<file path="config.mk">
export PLATFORM = sky130hd
export DESIGN_NAME = apb_tim_master
export DESIGN_NICKNAME = d
export VERILOG_FILES = /design/src/rtl/tim_apb_pkg.sv /design/src/rtl/apb_tim_wdog.sv /design/src/rtl/apb_tim_master.sv
export SDC_FILE = /design/constraint.sdc
export NUM_CORES = 1
export LEC_CHECK = 0
export BUFFER_PORTS_ARGS = -buffer_cell sky130_fd_sc_hd__clkbuf_2
export CAP_MARGIN = 20
export CORE_ASPECT_RATIO = 1.5
export CORE_UTILIZATION = 45
export DETAILED_ROUTE_END_ITERATION = 8
export GPL_ROUTABILITY_DRIVEN = 0
export PLACE_DENSITY = 0.84
export SETUP_SLACK_MARGIN = 0.02
export SYNTH_ARGS = -nofsm -noshare
export SYNTH_HDL_FRONTEND = slang
export SYNTH_HIERARCHICAL = 1
export SYNTH_SLANG_ARGS = --single-unit
</file>
<file path="constraint.sdc">
create_clock -name pclk -period 2.05 [get_ports pclk]
set_input_delay 0.1025 -clock pclk [delete_from_list [all_inputs] [get_ports pclk]]
set_output_delay 0.1025 -clock pclk [all_outputs]
set_load 0.01 [all_outputs]
</file>
<file path="src/rtl/tim_apb_pkg.sv">
// Shared types and constants for the timer-subsystem APB initiators.
// State encoding, protection masks and watchdog defaults.
package tim_apb_pkg;

  typedef enum logic [1:0] {
    ST_IDLE   = 2'd0,
    ST_SETUP  = 2'd1,
    ST_ACCESS = 2'd2,
    ST_RESP   = 2'd3
  } apb_state_e;

  localparam logic [2:0] APB_PROT_SECURE = 3'b010;

  localparam int TIM_TIMEOUT_DEF = 255;
  localparam int TIM_CNT_W_DEF   = 8;

endpackage

</file>
<file path="src/rtl/apb_tim_wdog.sv">
// APB access-phase watchdog: counts stalled cycles, flags expiry.
// A TIMEOUT of 0 disables expiry entirely.
module apb_tim_wdog
  import tim_apb_pkg::*;
#(
  parameter int TIMEOUT = TIM_TIMEOUT_DEF,
  parameter int CNT_W   = TIM_CNT_W_DEF
) (
  input  logic clk,
  input  logic rst,
  input  logic clr,
  input  logic en,
  output logic expire
);

  localparam logic [CNT_W-1:0] LAST =
    (TIMEOUT == 0) ? '0 : CNT_W'(TIMEOUT - 1);

  logic [CNT_W-1:0] cnt;
  logic             armed;

  assign armed  = (TIMEOUT != 0);
  assign expire = armed && en && (cnt == LAST);

  always_ff @(posedge clk) begin
    if (rst || clr) begin
      cnt <= '0;
    end else if (en && !expire) begin
      cnt <= cnt + 1'b1;
    end
  end

endmodule

</file>
<file path="src/rtl/apb_tim_master.sv">
// APB3 initiator: valid/ready request/response to SETUP/ACCESS phases.
// Includes wait-state handling, a watchdog and a misalignment check.
module apb_tim_master
  import tim_apb_pkg::*;
#(
  parameter int ADDR_W  = 32,
  parameter int DATA_W  = 32,
  parameter int TIMEOUT = TIM_TIMEOUT_DEF,
  parameter int CNT_W   = TIM_CNT_W_DEF
) (
  input  logic              pclk,
  input  logic              preset,
  input  logic              req_valid,
  output logic              req_ready,
  input  logic              req_write,
  input  logic [ADDR_W-1:0] req_addr,
  input  logic [DATA_W-1:0] req_wdata,
  input  logic [2:0]        req_prot,
  output logic              rsp_valid,
  input  logic              rsp_ready,
  output logic [DATA_W-1:0] rsp_rdata,
  output logic              rsp_err,
  output logic              rsp_timeout,
  output logic              psel,
  output logic              penable,
  output logic [ADDR_W-1:0] paddr,
  output logic              pwrite,
  output logic [DATA_W-1:0] pwdata,
  output logic [2:0]        pprot,
  input  logic [DATA_W-1:0] prdata,
  input  logic              pready,
  input  logic              pslverr
);

  apb_state_e state, state_nx;

  logic [ADDR_W-1:0] addr_q;
  logic [DATA_W-1:0] wdata_q;
  logic              write_q;
  logic [2:0]        prot_q;
  logic [DATA_W-1:0] rdata_q;
  logic              err_q;
  logic              tmo_q;

  logic accept;
  logic misalign;
  logic expire;
  logic wd_clr;
  logic wd_en;

  assign accept   = (state == ST_IDLE) && req_valid;
  assign misalign = (req_addr[1:0] != 2'b00);
  assign wd_clr   = (state == ST_SETUP);
  assign wd_en    = (state == ST_ACCESS) && !pready;

  apb_tim_wdog #(
    .TIMEOUT (TIMEOUT),
    .CNT_W   (CNT_W)
  ) u_wdog (
    .clk    (pclk),
    .rst    (preset),
    .clr    (wd_clr),
    .en     (wd_en),
    .expire (expire)
  );

  always_ff @(posedge pclk) begin
    if (preset) begin
      state <= ST_IDLE;
    end else begin
      state <= state_nx;
    end
  end

  always_comb begin
    state_nx = state;
    unique case (state)
      ST_IDLE: begin
        if (req_valid) begin
          state_nx = misalign ? ST_RESP : ST_SETUP;
        end
      end
      ST_SETUP: begin
        state_nx = ST_ACCESS;
      end
      ST_ACCESS: begin
        if (pready || expire) begin
          state_nx = ST_RESP;
        end
      end
      ST_RESP: begin
        if (rsp_ready) begin
          state_nx = ST_IDLE;
        end
      end
      default: begin
        state_nx = ST_IDLE;
      end
    endcase
  end

  // Request fields are latched once and drive the bus for the whole transfer.
  always_ff @(posedge pclk) begin
    if (preset) begin
      addr_q  <= '0;
      wdata_q <= '0;
      write_q <= 1'b0;
      prot_q  <= 3'b000;
    end else if (accept) begin
      addr_q  <= req_addr;
      wdata_q <= req_wdata;
      write_q <= req_write;
      prot_q  <= req_prot;
    end
  end

  // Response fields only change on entry to RESP; pready beats the watchdog.
  always_ff @(posedge pclk) begin
    if (preset) begin
      rdata_q <= '0;
      err_q   <= 1'b0;
      tmo_q   <= 1'b0;
    end else begin
      unique case (1'b1)
        accept && misalign: begin
          rdata_q <= '0;
          err_q   <= 1'b1;
          tmo_q   <= 1'b0;
        end
        (state == ST_ACCESS) && pready: begin
          rdata_q <= (!write_q && !pslverr) ? prdata : '0;
          err_q   <= pslverr;
          tmo_q   <= 1'b0;
        end
        (state == ST_ACCESS) && expire: begin
          rdata_q <= '0;
          err_q   <= 1'b1;
          tmo_q   <= 1'b1;
        end
        default: begin
          rdata_q <= rdata_q;
          err_q   <= err_q;
          tmo_q   <= tmo_q;
        end
      endcase
    end
  end

  assign req_ready   = (state == ST_IDLE);
  assign rsp_valid   = (state == ST_RESP);
  assign rsp_rdata   = rdata_q;
  assign rsp_err     = err_q;
  assign rsp_timeout = tmo_q;

  assign psel    = (state == ST_SETUP) || (state == ST_ACCESS);
  assign penable = (state == ST_ACCESS);
  assign paddr   = addr_q;
  assign pwrite  = write_q;
  assign pwdata  = wdata_q;
  assign pprot   = prot_q;

endmodule

</file>
==> summary.txt <==
status = completed
Placeable Area = 0.00888 sq mm
overall routing resource usage = 0.270
DR WL/cell = 15.2 um
maximum vdd drop = 0.669 mV
total wire length = 13,200 um
Setup WS pre-CTS = -0.0311 ns
Clock Tree Buf Depth = 2
Max Slew Vio Count = 0
CP Data Arrival Time = 2.12 ns
crit end category = register
Final Worst Setup Slack = 0.199 ns
PD cells = 967 mW/mm^2
HP Start = prdata[30]
DRC = 0
share of flip-flops with an asynchronous set or reset = 0
worst min path class = in2reg
P&R area growth vs syn = 51.6%
final setup violation count = 0
root buf cell = clkbuf_16
Worst-Margin Slew = 0.701 ns
Inst Count DP = 779
fill count = 647
most frequent cells in the layout = clkbuf_2, nand2_1, dfxtp_1
fin crit share = 0.903
DP HPWL = 7760 um
sequential area share after synthesis = 0.538
num rows = 42
Netlist cell types = 39
most common cell after layout, fill and taps aside = clkbuf_2
synthesis-stage register bit count = 112
Worst Hold Path EP = rsp_rdata[30]
r2r setup slk = 0.20 ns
synth warn = 6
post-detailed-route count of antenna-violating nets = 0
Clk Latency, worst-skew pair = 0.34 ns
Post-synth EDFFs = 0
Pleak = 2.86 nW
CTS tree = built
CP max stage cell = dfxtp_1
TritonRoute pass-1 iters = 5
initial core utilization = 0.469
CP startpoint kind = register
R2R cell count = 6
pin count of the biggest net entering global routing = 69
RSZ-0062 raised after global routing = false
initial antenna violation count = 0
# diodes = 0
Synth Area per Inst = 8.56 sq um
final core occ = 0.711
nets = 870
Horiz. Die Dim = 80.6 um
Worst path max stage delay = 0.42 ns
Data required, critical path = 2.32 ns
I/O Buffers = 211
Slew Limit Headroom = 0.533
total negative setup slack = 0 ns
total power = 6.11 mW
ys flop type = dfxtp_1
worst reg2reg endpoint = state[1]
global-route wire length before repair = 20,300 um
share of layout cells above drive strength 1 = 0.319
placed cell areas = 0.00526 sq mm
number of global-route vias before repair = 4,407
Post-Layout Cell Count = 872
Post-Syn Instances = 487
H-Tree Depth = 3
Die Y = 120 um
critical path, cell by cell = inv_1 > ha_1 > and3_4 > and3_1 > o311ai_2 > mux2i_1
Vias per Instance = 5.29
Post-Syn Nets = 600
Worst Clk Skew = 0.00587 ns
grt ovf = 0
mapped cell area = 0.00417 sq mm
minimum hold slack = 0.00433 ns
clock slew at reported path FFs = 0.07 ns
CTS Buf Count = 9
Via Count = 4,612
Initial DRC Count = 276
crit path kind = reg2reg
post-layout minimum cycle time = 1.85 ns
CTS sink count = 112
Fin. Hold Viols = 0
maxcap violations = 0
io pins = 212
Max FO, Critical Path = 6
DIE AREA = 0.00966 sq mm
reg2reg start = u_wdog/cnt[0]
hold-critical path depth = 3
Final Cell Area = 0.00632 sq mm
setup bufs post-CTS = 0
f_max = 0.540 GHz
-- flip-flops by register name, summed over array words and instances, names as in the netlist --
name	flops
pprot	3
pwdata	32
rsp_err	1
rsp_rdata	32
paddr	32
rsp_timeout	1
u_wdog/cnt	8
state	2
pwrite	1
-- report_power, final --
| part | switching, mW | total, mW | internal (mW) |
|---|---|---|---|
| Sequential | 0.166 | 2.62 | 2.46 |
| Clock | 0.793 | 1.67 | 0.875 |
| Combinational | 1.08 | 1.82 | 0.739 |
| Total | 2.04 | 6.11 | 4.07 |
-- critical path, delay by kind of cell (launching register included) --
family | cells | cell delay (ns)
buffers and inverters | 1 | 0.09
AOI/OAI and AO/OA | 1 | 0.36
muxes | 1 | 0.23
and+or+nand+nor | 2 | 0.43
DFF | 1 | 0.42
adders and majority gates | 1 | 0.25
-- cell usage after synthesis, types with 3 or more instances --
library cell,n,area (sq um)
dfxtp_1,112,2240
buf_4,5,37.5
nand2_1,144,541
buf_2,11,55.1
a31oi_1,4,25.0
a22oi_1,32,240
clkbuf_1,12,45.0
a21oi_1,71,355
nand3_1,4,20.0
nand2b_1,3,18.8
inv_1,5,18.8
nor2_1,37,139
buf_6,5,56.3
mux2i_1,3,30.0
ha_1,7,87.6
-- logic make-up after synthesis --
kind of cell / after synthesis / share of synthesized area
buffers and inverters: 40 / 0.0528
AOI/OAI and AO/OA: 124 / 0.184
adders and majority gates: 7 / 0.0210
and+or+nand+nor: 201 / 0.197
DFF: 112 / 0.538
muxes: 3 / 0.00721
-- layout make-up --
type	count	area [sq um]	share of cell area
Inverter	5	18.8	0.00297
Sequential cell	112	2240	0.355
Clock buffer	10	239	0.0378
Tap cell	110	138	0.0218
Timing Repair Buffer	294	1920	0.304
Multi-Input combinational cell	335	1710	0.270
Clock inverter	6	50.0	0.00792
-- worst max-delay path by stage --
| stage | end | slack (ns) | startpoint |
|---|---|---|---|
| global route | state[1] | 0.03 | u_wdog/cnt[0] |
| floorplan | rsp_rdata[21] | 0.08 | state[0] |
| global placement | rsp_rdata[24] | 0.11 | state[0] |
| detailed placement | rsp_rdata[1] | -0.03 | state[0] |
| CTS | state[1] | 0.19 | u_wdog/cnt[0] |
| finish | state[1] | 0.20 | u_wdog/cnt[0] |
-- routing by layer --
layer	up-vias	GRT usage	part of all wire
met1	2147	0.275	0.36
met4	0	0.141	0.043
met3	52	0.0768	0.076
met5	-	0	0
li1	2179	-	-
met2	234	0.485	0.53
-- timing repair --
item,in CTS,in global routing
hold buffers,77,0
gates resized for setup,1,0
setup endpoints to repair,32,0
endpoints found under the hold margin,77,0
No activity file was read; power rests on OpenSTA's default activity.
